===== src/rtl/key_debounce.sv =====
// Key debouncer: two-flop synchronizer followed by a four-state filter FSM.
// A new level is accepted only after it holds for CNT_MAX consecutive cycles.
//
// state      | meaning
// -----------+-------------------------------------------------------------
// STABLE_LO  | debounced level is 0, waiting for key_s = 1
// FILT_HI    | key_s went high, counting toward acceptance of level 1
// STABLE_HI  | debounced level is 1, waiting for key_s = 0
// FILT_LO    | key_s went low, counting toward acceptance of level 0
module key_debounce #(
   parameter int   CNT_MAX    = 1000000,
   parameter logic INIT_LEVEL = 1'b0
) (
   input  logic clk,
   input  logic rst,
   input  logic key_in,
   output logic key_level,
   output logic key_press,
   output logic key_release,
   output logic glitch
);

   localparam int             CW       = $clog2(CNT_MAX);
   localparam logic [CW-1:0]  CNT_LAST = CW'(CNT_MAX - 1);

   typedef enum logic [1:0] {
      STABLE_LO = 2'd0,
      FILT_HI   = 2'd1,
      STABLE_HI = 2'd2,
      FILT_LO   = 2'd3
   } state_t;

   state_t          state;
   logic [CW-1:0]   cnt;
   logic            sync1;
   logic            sync2;
   logic            key_s;

   always_ff @(posedge clk or posedge rst) begin
      if (rst) begin
         sync1 <= INIT_LEVEL;
         sync2 <= INIT_LEVEL;
      end else begin
         sync1 <= key_in;
         sync2 <= sync1;
      end
   end

   assign key_s = sync2;

   // cnt is only meaningful inside FILT states; it is cleared on every entry
   // and stops at CNT_LAST because acceptance leaves the FILT state there.
   always_ff @(posedge clk or posedge rst) begin
      if (rst) begin
         state       <= INIT_LEVEL ? STABLE_HI : STABLE_LO;
         cnt         <= '0;
         key_level   <= INIT_LEVEL;
         key_press   <= 1'b0;
         key_release <= 1'b0;
         glitch      <= 1'b0;
      end else begin
         key_press   <= 1'b0;
         key_release <= 1'b0;
         glitch      <= 1'b0;
         case (state)
            STABLE_LO: begin
               if (key_s) begin
                  state <= FILT_HI;
                  cnt   <= '0;
               end
            end
            FILT_HI: begin
               if (!key_s) begin
                  state  <= STABLE_LO;
                  glitch <= 1'b1;
               end else if (cnt == CNT_LAST) begin
                  state     <= STABLE_HI;
                  key_level <= 1'b1;
                  key_press <= 1'b1;
               end else begin
                  cnt <= cnt + 1'b1;
               end
            end
            STABLE_HI: begin
               if (!key_s) begin
                  state <= FILT_LO;
                  cnt   <= '0;
               end
            end
            FILT_LO: begin
               if (key_s) begin
                  state  <= STABLE_HI;
                  glitch <= 1'b1;
               end else if (cnt == CNT_LAST) begin
                  state       <= STABLE_LO;
                  key_level   <= 1'b0;
                  key_release <= 1'b1;
               end else begin
                  cnt <= cnt + 1'b1;
               end
            end
            default: begin
               state <= STABLE_LO;
               cnt   <= '0;
            end
         endcase
      end
   end

endmodule


===== config.mk =====
export PLATFORM = sky130hd
export DESIGN_NAME = key_debounce
export DESIGN_NICKNAME = d
export VERILOG_FILES = /design/src/rtl/key_debounce.sv
export SDC_FILE = /design/constraint.sdc
export NUM_CORES = 1
export LEC_CHECK = 0
export CORE_MARGIN = 4
export CORE_UTILIZATION = 40
export DETAILED_ROUTE_END_ITERATION = 8
export PLACE_DENSITY = 0.59
export SYNTH_ARGS = -nofsm -noshare
export SYNTH_HDL_FRONTEND = slang
export SYNTH_SLANG_ARGS = --single-unit

===== constraint.sdc =====
create_clock -name clk -period 3.8 [get_ports clk]
set_clock_uncertainty 0.2 [all_clocks]
set_input_delay 0.76 -clock clk [delete_from_list [all_inputs] [get_ports clk]]
set_output_delay 0.76 -clock clk [all_outputs]
set_load 0.05 [all_outputs]

==> flow_summary.json <==
{
  "finalSetupTns_ps": 0,
  "regArea_um2": 701,
  "max_freq_mhz": 404,
  "synth.distinct_cells": 40,
  "multiInputGateArea_um2": 682,
  "startpoint": "key_level$_DFFE_PP0P_",
  "syn_to_final_growth_pct": 9.41,
  "crit_buf_inv": 1,
  "die_h_um": 68.2,
  "ant_nets": 0,
  "ctsHoldBuffers": 0,
  "yosysTopAreaCell": "dfrtp_1",
  "cap_violations": 0,
  "syn-instance-count": 154,
  "maxSlewHeadroom_pct": 30.3,
  "grt_first_pass_wirelength_um": 5220,
  "cp_slowest_cell": "clkdlybuf4s50_1",
  "insertion_delay_ps": 320,
  "endpoint": "key_level",
  "fp.coreArea_um2": 3420,
  "vias_per_cell": 5.73,
  "grtUsageTotal_pct": 14.8,
  "yosys.area.top_type_share_pct": 48.4,
  "ys_seq_area_share_pct": 48.4,
  "synthFlopType": "dfrtp_1",
  "maxSlewViolCount": 0,
  "rsz0062_at_grt": "false",
  "synthesis.nets": 158,
  "synthTopCellsByArea": "dfrtp_1 (48%), nand3_1 (4.8%), nand2_1 (4.7%)",
  "start_kind": "register",
  "highest_layer": "met4",
  "arrival_ps": 1520,
  "routed_wl_um": 2990,
  "io-pin-count": 7,
  "drc_errors": 0,
  "cts_sinks": 28,
  "cts_root_buf": "clkbuf_4",
  "min_period_ps": 2480,
  "n_antenna_cell": 0,
  "grt_max_degree": 29,
  "r2r_start": "cnt[0]$_DFFE_PP0P_",
  "synth_area_um2": 1450,
  "hp-class": "register to register",
  "worstMarginPinSlew_ps": 1050,
  "crit_cells": 1,
  "p_per_area_nw_per_um2": 341,
  "cts_setup_buffers": 0,
  "timing.rr.end": "cnt[18]$_DFFE_PP0P_",
  "status": "finished clean",
  "worstPathMaxFanout": 3,
  "wl_met2_um": 1460,
  "dp_hpwl_um": 2050,
  "cp.required_ps": 2840,
  "max_stage_delay_ps": 800,
  "synth-seq-cells": 28,
  "setup_viol": 0,
  "clk_path_buf_depth": 2,
  "cts_tree": "done",
  "period_share_pct": 65.2,
  "drt-met1-wl_um": 1400,
  "routed-wl-met3_um": 105,
  "crit_chain": "clkdlybuf4s50_1",
  "first_global_vias": 1105,
  "initial_core_util_pct": 42.4,
  "fillers": 338,
  "cts.repair.resized": 0,
  "avgSynthCellArea_um2": 9.41,
  "dr_total_vias": 1175,
  "ys_warn_count": 0,
  "crit_type": "register to output port",
  "rows": 21,
  "dieArea_um2": 4650,
  "cp-end-kind": "output port",
  "ir_drop_uv": 129,
  "routedWlPerCell_um": 14.6,
  "path_clk_slew_ps": 150,
  "cts_max_level": 1,
  "rrSetupSlack_ps": 1420,
  "gr-total-overflow": 0,
  "finalPower_mw": 0.540,
  "numPortBuffers": 6,
  "die_w_um": 68.2,
  "synth.most_common_cell": "dfrtp_1",
  "layout-drive-gt1-share_pct": 8.81,
  "async_reset_ff_share_pct": 100,
  "cts_made_buffers": 3,
  "reg2reg_depth": 6,
  "path_delay_family": "buffers and inverters",
  "gp_congestion": 0.809,
  "netlist_top_cells_count": "dfrtp_1 (28), nand2_1 (18), nand3_1 (14), nor2_1 (14), o21ai_0 (13)",
  "initialDrtViolationCount": 93,
  "final_hold_viol_count": 0,
  "p_leak_nw": 0.633,
  "final_nets": 164,
  "drtPass1Iterations": 4,
  "synth_edf_count": 0,
  "antenna_found_initial": 0
}
final cells by class:
type	count	area share, %
Multi-Input combinational cell	114	43.0
Inverter	6	1.58
Clock inverter	1	1.89
Clock buffer	3	1.42
Timing Repair Buffer	7	4.26
Sequential cell	28	44.2
Tap cell	46	3.63
cell usage in the layout, fill, tap and decap left out, drive strengths merged:
| cell type | instances |
|---|---|
| nor4 | 2 |
| nor3b | 1 |
| a41oi | 1 |
| nand4bb | 1 |
| xnor2 | 1 |
| or4 | 5 |
| o31ai | 5 |
| nand3 | 14 |
| a31oi | 2 |
| dfrtp | 28 |
| inv | 6 |
| a21oi | 2 |
| mux2i | 5 |
| o211ai | 2 |
| o21ai | 20 |
| nor3 | 1 |
| bufinv | 1 |
| o41ai | 2 |
| clkbuf | 3 |
| or3 | 1 |
| and2 | 3 |
| buf | 1 |
| nand2b | 1 |
| nand2 | 20 |
| clkdlybuf4s50 | 6 |
| or4b | 1 |
| o31a | 1 |
| nand4 | 4 |
| a32o | 1 |
| ha | 1 |
| a21bo | 1 |
| a21o | 1 |
| nor2 | 14 |
| or2 | 1 |
power by group:
part | internal (mW) | switching [mW] | leakage (nW)
sequential | 0.304 | 0.00827 | 0.381
clock | 0.107 | 0.0875 | 0.0279
combinational | 0.0111 | 0.0229 | 0.224
worst min-delay path by stage:
| stage | endpoint | slack (ps) | cells after the start | start |
|---|---|---|---|---|
| finish | key_s$_DFF_PP0_ | 170 | 0 | sync1$_DFF_PP0_ |
| global route | key_s$_DFF_PP0_ | 190 | 0 | sync1$_DFF_PP0_ |
| CTS | key_s$_DFF_PP0_ | 170 | 0 | sync1$_DFF_PP0_ |
| detailed placement | key_s$_DFF_PP0_ | 140 | 0 | sync1$_DFF_PP0_ |
| global placement | key_s$_DFF_PP0_ | 130 | 0 | sync1$_DFF_PP0_ |
| floorplan | key_s$_DFF_PP0_ | 130 | 0 | sync1$_DFF_PP0_ |
routing by layer:
metal	vias up	GRT usage (%)
li1	576	-
met5	-	0
met4	0	4.47
met2	28	25.0
met3	4	1.97
met1	567	19.8
worst reg2reg max path, delay by kind of cell, from the launching register on:
kind / cells / cell delay, ps
adder cells (fa/ha/maj): 1 / 220
AO/OA/AOI/OAI: 1 / 160
flip-flops: 1 / 440
AND/OR/NAND/NOR: 4 / 1280
stage by stage:
stage          setup WS, ps  cells  utilization (%)  hold slack (ps)  area (µm²)
3_3_place_gp           1510    201             44.9              132        1530
6_report               1320    205             46.4              168        1590
5_1_grt                1250    205             46.4              186        1590
4_1_cts                1290    205             46.4              173        1590
3_5_place_dp           1470    201             44.9              137        1530
2_1_floorplan          1800    154                -              131        1450
logic make-up (layout without fill, tap and decap cells):
group / after synthesis / count (layout) / share of synthesized area, %
simple gates: 69 / 69 / 25.1
compound gates: 38 / 38 / 17.0
flops: 28 / 28 / 48.4
buf+inv: 12 / 17 / 4.58
mux: 5 / 5 / 3.45
fa+ha+maj: 1 / 1 / 0.863
xor+xnor: 1 / 1 / 0.605
sequential cells by signal, summed over array words and instances, names as in the netlist, named ones only:
signal       flops
glitch           1
cnt             20
sync1            1
state            1
key_press        1
key_release      1
key_s            1
key_level        1
Power figures use the tool's default switching activity.
